[config.mk]
export PLATFORM = sky130hd
export DESIGN_NAME = serial_addsub_n
export DESIGN_NICKNAME = d
export VERILOG_FILES = /design/src/rtl/serial_addsub_n_pkg.sv /design/src/rtl/serial_addsub_n_shift_reg_pl.sv /design/src/rtl/serial_addsub_n.sv
export SDC_FILE = /design/constraint.sdc
export NUM_CORES = 1
export LEC_CHECK = 0
export CAP_MARGIN = 40
export CORE_MARGIN = 4
export CORE_UTILIZATION = 40
export DETAILED_ROUTE_END_ITERATION = 12
export PLACE_DENSITY = 0.66
export RECOVER_POWER = 100
export SETUP_SLACK_MARGIN = 0.5
export SLEW_MARGIN = 20
export SYNTH_ARGS = -nofsm -noshare
export SYNTH_HDL_FRONTEND = slang
export SYNTH_HIERARCHICAL = 1
export SYNTH_SLANG_ARGS = --single-unit
export TNS_END_PERCENT = 100
[constraint.sdc]
create_clock -name clk -period 1.95 [get_ports clk]
set_input_delay 0.2925 -clock clk [delete_from_list [all_inputs] [get_ports clk]]
set_output_delay 0.2925 -clock clk [all_outputs]
set_load 0.02 [all_outputs]
[src/rtl/serial_addsub_n_pkg.sv]
// Shared constants and helpers for the bit-serial adder/subtractor.
package serial_addsub_n_pkg;

    // FSM state encoding
    localparam logic [1:0] ST_IDLE  = 2'd0;
    localparam logic [1:0] ST_SHIFT = 2'd1;
    localparam logic [1:0] ST_DONE  = 2'd2;

    // Operation mode, captured from the sub input at start
    localparam logic MODE_ADD = 1'b0;
    localparam logic MODE_SUB = 1'b1;

    // Full-adder carry: majority of the three inputs
    function automatic logic maj3(input logic x, input logic y, input logic z);
        return (x & y) | (x & z) | (y & z);
    endfunction

endpackage

[src/rtl/serial_addsub_n_shift_reg_pl.sv]
// WIDTH-bit right-shift register with parallel load, serial input at the MSB,
// shift enable and asynchronous active-low clear. Load has priority over shift.
module shift_reg_pl
    import serial_addsub_n_pkg::*;
#(
    parameter int WIDTH = 8
) (
    input  logic             clk,
    input  logic             clear_b,
    input  logic             load,
    input  logic [WIDTH-1:0] load_val,
    input  logic             shift_en,
    input  logic             ser_in,
    output logic [WIDTH-1:0] q
);

    logic [WIDTH-1:0] q_q;
    logic [WIDTH-1:0] q_d;

    // Next-state selection: load, shift right, or hold
    always_comb begin
        q_d = q_q;
        if (load) begin
            q_d = load_val;
        end else if (shift_en) begin
            q_d = {ser_in, q_q[WIDTH-1:1]};
        end else begin
            q_d = q_q;
        end
    end

    // Register with asynchronous clear
    always_ff @(posedge clk or negedge clear_b) begin
        if (!clear_b) begin
            q_q <= '0;
        end else begin
            q_q <= q_d;
        end
    end

    assign q = q_q;

endmodule

[src/rtl/serial_addsub_n.sv]
// Bit-serial adder/subtractor. Operands load in parallel, then one bit per
// clock is processed LSB-first; the sum shifts back into the A register.
// Subtraction is A + ~B + 1: B is inverted bit by bit and the +1 enters as
// the initial carry.
module serial_addsub_n
    import serial_addsub_n_pkg::*;
#(
    parameter  int WIDTH = 8,
    localparam int CNT_W = $clog2(WIDTH + 1)
) (
    input  logic             clk,
    input  logic             clear_b,
    input  logic             start,
    input  logic             sub,
    input  logic [WIDTH-1:0] a,
    input  logic [WIDTH-1:0] b,
    output logic             busy,
    output logic             done,
    output logic [WIDTH-1:0] sum,
    output logic             carry_out,
    output logic             overflow
);

    localparam logic [CNT_W-1:0] LAST_CNT = CNT_W'(WIDTH - 1);

    logic [1:0]       state_q, state_d;
    logic             carry_q, carry_d;
    logic             mode_q, mode_d;
    logic [CNT_W-1:0] cnt_q, cnt_d;
    logic [WIDTH-1:0] sum_q, sum_d;
    logic             cout_q, cout_d;
    logic             ovf_q, ovf_d;
    logic             busy_q, busy_d;
    logic             done_q, done_d;

    logic [WIDTH-1:0] a_q;
    logic [WIDTH-1:0] b_q;
    logic             load_s;
    logic             shift_s;
    logic             bb_s;
    logic             s_s;
    logic             carry_new_s;
    logic             last_s;
    logic             b_hi_unused_s;

    // Only B's LSB is consumed; higher bits reach it as the register shifts.
    assign b_hi_unused_s = ^b_q[WIDTH-1:1];

    // One full-adder slice plus control decodes
    always_comb begin
        bb_s        = b_q[0] ^ (mode_q == MODE_SUB);
        s_s         = a_q[0] ^ bb_s ^ carry_q;
        carry_new_s = maj3(a_q[0], bb_s, carry_q);
        last_s      = (cnt_q == LAST_CNT);
        shift_s     = (state_q == ST_SHIFT);
        load_s      = start && ((state_q == ST_IDLE) || (state_q == ST_DONE));
    end

    shift_reg_pl #(.WIDTH(WIDTH)) u_a_reg (
        .clk      (clk),
        .clear_b  (clear_b),
        .load     (load_s),
        .load_val (a),
        .shift_en (shift_s),
        .ser_in   (s_s),
        .q        (a_q)
    );

    shift_reg_pl #(.WIDTH(WIDTH)) u_b_reg (
        .clk      (clk),
        .clear_b  (clear_b),
        .load     (load_s),
        .load_val (b),
        .shift_en (shift_s),
        .ser_in   (1'b0),
        .q        (b_q)
    );

    // FSM, carry, bit counter and result capture
    always_comb begin
        state_d = state_q;
        carry_d = carry_q;
        mode_d  = mode_q;
        cnt_d   = cnt_q;
        sum_d   = sum_q;
        cout_d  = cout_q;
        ovf_d   = ovf_q;
        case (state_q)
            ST_IDLE, ST_DONE: begin
                if (start) begin
                    carry_d = sub;
                    mode_d  = sub;
                    cnt_d   = '0;
                    state_d = ST_SHIFT;
                end else begin
                    state_d = ST_IDLE;
                end
            end
            ST_SHIFT: begin
                carry_d = carry_new_s;
                cnt_d   = cnt_q + CNT_W'(1);
                if (last_s) begin
                    // MSB slice: overflow when carry into and out of it differ
                    ovf_d   = carry_q ^ carry_new_s;
                    cout_d  = carry_new_s;
                    sum_d   = {s_s, a_q[WIDTH-1:1]};
                    state_d = ST_DONE;
                end else begin
                    state_d = ST_SHIFT;
                end
            end
            default: begin
                state_d = ST_IDLE;
            end
        endcase
        busy_d = (state_d == ST_SHIFT);
        done_d = (state_d == ST_DONE);
    end

    // State and output registers, cleared asynchronously
    always_ff @(posedge clk or negedge clear_b) begin
        if (!clear_b) begin
            state_q <= ST_IDLE;
            carry_q <= 1'b0;
            mode_q  <= MODE_ADD;
            cnt_q   <= '0;
            sum_q   <= '0;
            cout_q  <= 1'b0;
            ovf_q   <= 1'b0;
            busy_q  <= 1'b0;
            done_q  <= 1'b0;
        end else begin
            state_q <= state_d;
            carry_q <= carry_d;
            mode_q  <= mode_d;
            cnt_q   <= cnt_d;
            sum_q   <= sum_d;
            cout_q  <= cout_d;
            ovf_q   <= ovf_d;
            busy_q  <= busy_d;
            done_q  <= done_d;
        end
    end

    assign busy      = busy_q;
    assign done      = done_q;
    assign sum       = sum_q;
    assign carry_out = cout_q;
    assign overflow  = ovf_q;

endmodule

==> Word level (Yosys, flattened, before mapping) <==
Index checks and enable logic that the tools add are counted.
W data, S select, Z words.
{ "word_totals": {"ff_bits": 36, "latchBits": 0, "mem_bits_ro": 0, "input_bits": 20, "mem_count": 0, "output_inout_bits": 12, "ram_bits": 0, "word_cells": 47} }
{ "classes": {"n_bitwise": 9, "n_eq_ne": 6, "reduce_logical": 9, "shifts": 0, "add_sub_neg": 1, "n_mul": 0, "n_mux": 11, "order_cmp": 0, "div": 0} }
{ "ops": {"columns": ["cell", "n"], "rows": [
  ["$mux W8", 4],
  ["$pmux W4 S2", 1],
  ["$reduce_and A2 Y1", 3],
  ["$add A4 B1 Y4 const B", 1],
  ["$eq A2 B1 Y1 const B", 2],
  ["$eq A2 B2 Y1 const B", 2],
  ["$eq A4 B3 Y1 const B", 1],
  ["$mux W4", 1],
  ["$pmux W2 S2", 1],
  ["$reduce_bool A2 Y1", 2],
  ["$xor A1 B1 Y1", 4],
  ["$and A1 B1 Y1", 3],
  ["$logic_not A2 Y1", 1],
  ["$mux W1", 2],
  ["$mux W2", 1],
  ["$ne A2 B2 Y1 const B", 1],
  ["$or A1 B1 Y1", 2],
  ["$pmux W1 S2", 1],
  ["$reduce_or A2 Y1", 1],
  ["$logic_and A1 B1 Y1", 1],
  ["$logic_or A1 B1 Y1", 1]
]} }

==> Longest topological paths before layout <==
{ "depth": {"word_depth": 5, "ltp_mapped": 6, "mapped_depth_nobuf": 5} }

==> Cells and area by module <==
Netlist, hierarchy kept.
{ "modules_own_cells": {"columns": ["mod", "seq_area_each_um2", "cells_each", "area_per_inst_um2", "n_inst"], "rows": [
  ["serial_addsub_n", 500.5, 68, 905.9, 1],
  ["shift_reg_pl", 200.2, 34, 372.9, 2]
]} }

==> Least setup slack after synthesis <==
Ideal clock, no wire load.
{ "synth_timing": {"kind": "register -> register", "from": "reg mode_q", "to": "reg ovf_q, in the netlist overflow", "arrival_time_ns": 1.287, "required_ns": 1.825, "path_stages_with_launch": 5, "setup_ns": 0.125, "period_less_slack_ns": 1.412, "n_path_buf": 0, "setup_slack_ns": 0.538, "path_cell_list": "dfrtp_1 > xnor2_1 > fa_1 > xnor2_1 > mux2_4"} }
{ "synth_between": {"elab_chain_len": 5, "elab_cells_between_ends": 6, "classes_between": "6 x bitwise"} }
{ "synth_lines": {"columns": ["element", "line", "text"], "rows": [
  ["start: declaration", "serial_addsub_n.sv:28", "logic mode_q, mode_d;"],
  ["start signal: assignment", "serial_addsub_n.sv:135", "mode_q <= mode_d;"],
  ["$xor A1 B1 Y1 *", "serial_addsub_n.sv:51", "bb_s = b_q[0] ^ (mode_q == MODE_SUB);"],
  ["$and A1 B1 Y1", "serial_addsub_n_pkg.sv:15", "return (x & y) | (x & z) | (y & z);"],
  ["$or A1 B1 Y1", "serial_addsub_n_pkg.sv:15", null],
  ["$or A1 B1 Y1 *", "serial_addsub_n_pkg.sv:15", null],
  ["$xor A1 B1 Y1 *", "serial_addsub_n.sv:104", "ovf_d = carry_q ^ carry_new_s;"],
  ["end signal: assignment", "serial_addsub_n.sv:139", "ovf_q <= ovf_d;"],
  ["end: declaration", "serial_addsub_n.sv:32", "logic ovf_q, ovf_d;"]
]} }
Every way passes the cells marked *; elsewhere a longest branch is shown, timed or not.
A chain may end at the register's enable or synchronous reset.

==> Worst setup path in the final report <==
{ "layout_timing": {"from": "reg u_b_reg.q_q[0], in the netlist u_b_reg/q[0]", "to": "reg sum_q[7], in the netlist sum[7]"} }
{ "layout_between": {"elab_chain_len": 3} }
{ "layout_lines": {"columns": ["element", "line", "text"], "rows": [
  ["start: declaration", "serial_addsub_n_shift_reg_pl.sv:17", "logic [WIDTH-1:0] q_q;"],
  ["start signal: assignment", "serial_addsub_n_shift_reg_pl.sv:37", "q_q <= q_d;"],
  ["$xor A1 B1 Y1", "serial_addsub_n.sv:51", null],
  ["$xor A1 B1 Y1 (2 in a row)", "serial_addsub_n.sv:52", "s_s = a_q[0] ^ bb_s ^ carry_q;"],
  ["named net s_s", "serial_addsub_n.sv:41", "logic s_s;"],
  ["end signal: assignment", "serial_addsub_n.sv:137", "sum_q <= sum_d;"],
  ["end: declaration", "serial_addsub_n.sv:30", "logic [WIDTH-1:0] sum_q, sum_d;"]
]} }
The timed path passes the listed nets, and every way through them passes these cells.

==> impl_results.md <==
* Worst-Margin Slew at 0.861 ns
* Hold Path Origin: sum[6]
* Die area at 5220 um^2
* CTS Buf Count at 5
* Reg2reg start: u_b_reg/q[0]
* Combinational Power Share at 0.459
* Seq/Total Area, Yosys at 0.545
* GRT Util Overall at 0.122
* Critical path's slowest cell: fa_2
* Row Count at 23
* Critical path, cell by cell: xnor2_1 > fa_2 > inv_2 > mux2_1
* Post-Syn Area at 1650 um^2
* Power density of the placed cells at 1640 nW/um^2
* CP startpoint: u_b_reg/q[0]
* Nets at 207
* Iter 0 DRT Violations at 62
* P_int at 2.18 mW
* Synth top area cells: dfrtp_1 (55%), mux2i_1 (12%), mux2_4 (7.3%)
* Clock latency on the worst-skew pair at 0.28 ns
* Dominant synthesized flop cell: dfrtp_1
* Diodes inserted at 0
* Final worst path period share at 0.791
* Vias in the first global route at 1119
* Die X at 72.3 um
* Max-slew violation count at 0
* Status: completed
* Avg Inst Size Synth at 12.1 um^2
* Initial antenna violation count at 0
* Total global routing overflow at 0
* Clock Skews at 0.00478 ns
* First-pass GRT wire length at 4.96 mm
* Clock root cell: clkbuf_8
* Avg WL per Cell at 12.7 um
* Class of the worst hold path: register to register
* Mapped Cells at 136
* Switching pwr at 1.28 mW
* Switching part of the total power at 0.370
* Area share of the largest cell type after synthesis at 0.545
* Num ports at 32
* Share of layout cells above drive strength 1 at 0.156
* Hold_ws at 0.492 ns
* CTS clock-pin slew for the worst setup and hold paths at 0.07 ns
* Area growth, synth to finish at 28.3%
* Initial Utilization at 0.413
* I/O Buffers at 31
* Setup TNS at 0 ns
* Clk sinks at 36
* Seq pwr share at 0.389
* Clock buffer depth at 2
* Tmin final at 1.54 ns
* Height of the die at 72.3 um
* Crit-path max FO at 2
* Vias/cell at 4.74
* Top post-synthesis cells by count: dfrtp_1 (36), nand2_1 (26), mux2i_1 (19)
* Seq cells post-synth at 36
* Data required, critical path at 2.11 ns
* Antenna-violating nets left at 0
* Residual DRC at 0
* Synth unique cells at 23
* Fill cell count at 375
* VDD IR max at 0.000675 V
* Endpoints failing setup at 0
* RSZ-0062 raised after global routing: true
* Syn Nets at 158
* Via count at 1118
* Fmax at 648 MHz
* EDFF count, synth at 0
* H-tree levels at 2
* Leak pwr at 1.02 nW
* First drt pass iteration count at 4
* Max cap viols at 0
* Global placer's final weighted congestion at 0.732
* WP buf/inv at 1
* Worst setup path class: register to register
* Top-count cell post-synth: dfrtp_1
* Startpoint types: register
* Largest net degree at the start of global routing at 37
* Family with the most delay on the worst path: adder cells
* CTS tree: yes
* Ys async rst share at 1.00
* Slew HR at 0.426
* Clock power share at 0.152
* Yosys Warn Count at 6
* Core area at 4000 um^2
* Critical Path Max Stage Delay at 0.54 ns
* Largest area contributor in the netlist: dfrtp_1
* Post-DP HPWL at 2.11 mm
* WL final at 3.00 mm
* Hold-fix buffers at CTS at 0
* Endpoint class of the critical path: register
* Final Hold Viols at 0
* Critical path arrival at 1.70 ns
-- worst register-to-register path, cell delays in order, from the launching register on --
cell and delay [ns]:
dfrtp_1 0.39, xnor2_1 0.16, fa_2 0.54, inv_2 0.04, mux2_1 0.29
-- cell type report --
type	count	area, um^2	area share
flip-flops and latches	36	901	0.425
multi-input cells	87	624	0.295
repair buffers	49	417	0.197
clock buffers	6	82.6	0.0390
well taps	50	62.6	0.0295
inverters	6	22.5	0.0106
clock inverters	2	10.0	0.00472
-- power groups by stage --
stage	Clock [mW]	Combinational, mW	Sequential [mW]
3_5_place_dp	0	1.62	1.38
5_1_grt	0.579	1.79	1.40
3_3_place_gp	0	1.59	1.36
4_1_cts	0.549	1.62	1.36
6_report	0.527	1.59	1.35
2_1_floorplan	0	1.08	1.47
-- worst paths after layout --
kind | to | slack (ns) | cells after the start
max in group asynchronous | u_a_reg/q[1] | 0.76 | 2
hold reg to reg | sum[6] | 0.49 | 1
setup reg to reg | sum[7] | 0.41 | 4
hold / removal | sum[6] | 0.49 | 1
min in group asynchronous | u_a_reg/q[5] | 0.64 | 2
setup / recovery | sum[7] | 0.41 | 4
-- flip-flops by register name (all words and copies together) (netlist names) --
signal and flops:
carry_q 1, cnt_q 4, mode_q 1, carry_out 1, u_b_reg/q 8, overflow 1
busy 1, sum 8, done 1, state_q 2, u_a_reg/q 8
-- per-stage QoR --
stage | total power, mW | setup WS [ns] | utilization | cell area, um^2 | instances
CTS | 3.53 | 0.465 | 0.532 | 2130 | 231
floorplan | 2.54 | 0.538 | - | 1650 | 136
finish | 3.47 | 0.407 | 0.530 | 2120 | 236
global placement | 2.95 | 0.385 | 0.498 | 1990 | 217
detailed placement | 3.00 | 0.328 | 0.498 | 1990 | 217
global route | 3.77 | 0.303 | 0.530 | 2120 | 236
-- per-layer routing --
layer / up-vias / GRT usage / share of wire
li1: 553 / - / -
met1: 538 / 0.154 / 0.43
met2: 23 / 0.193 / 0.51
met3: 4 / 0.0319 / 0.048
met4: 0 / 0.0585 / 0.012
met5: - / 0 / 0
-- repair_timing --
action | 4_1_cts | 5_1_grt
pin swaps | 3 | 2
setup endpoints to repair | 20 | 11
buffers inserted | 6 | 5
resized for setup | 16 | 5
hold endpoints to repair | 0 | 0
-- layout by cell type (no fill, tap or decap), types with 2 or more instances in the layout --
cell,count
mux2_1,7
o21ai_0,16
clkinv_2,2
clkdlybuf4s50_1,18
nand2b_1,2
clkbuf_8,6
buf_4,11
mux2i_1,19
o21ai_1,2
xnor2_1,2
clkbuf_1,4
nand2_1,25
inv_1,5
dfrtp_1,36
dlygate4sd2_1,12
mux2_4,2
nand3_1,3
-- kinds of logic after synthesis --
| logic type | count (synthesis) | synth area share |
|---|---|---|
| compound gates | 19 | 0.0591 |
| xor+xnor | 2 | 0.0106 |
| fa+ha+maj | 2 | 0.0197 |
| buf+inv | 13 | 0.0644 |
| flops | 36 | 0.545 |
| mux | 29 | 0.202 |
| other cells | 1 | 0.00227 |
| simple gates | 34 | 0.0970 |
No activity file was read; power rests on OpenSTA's default activity.
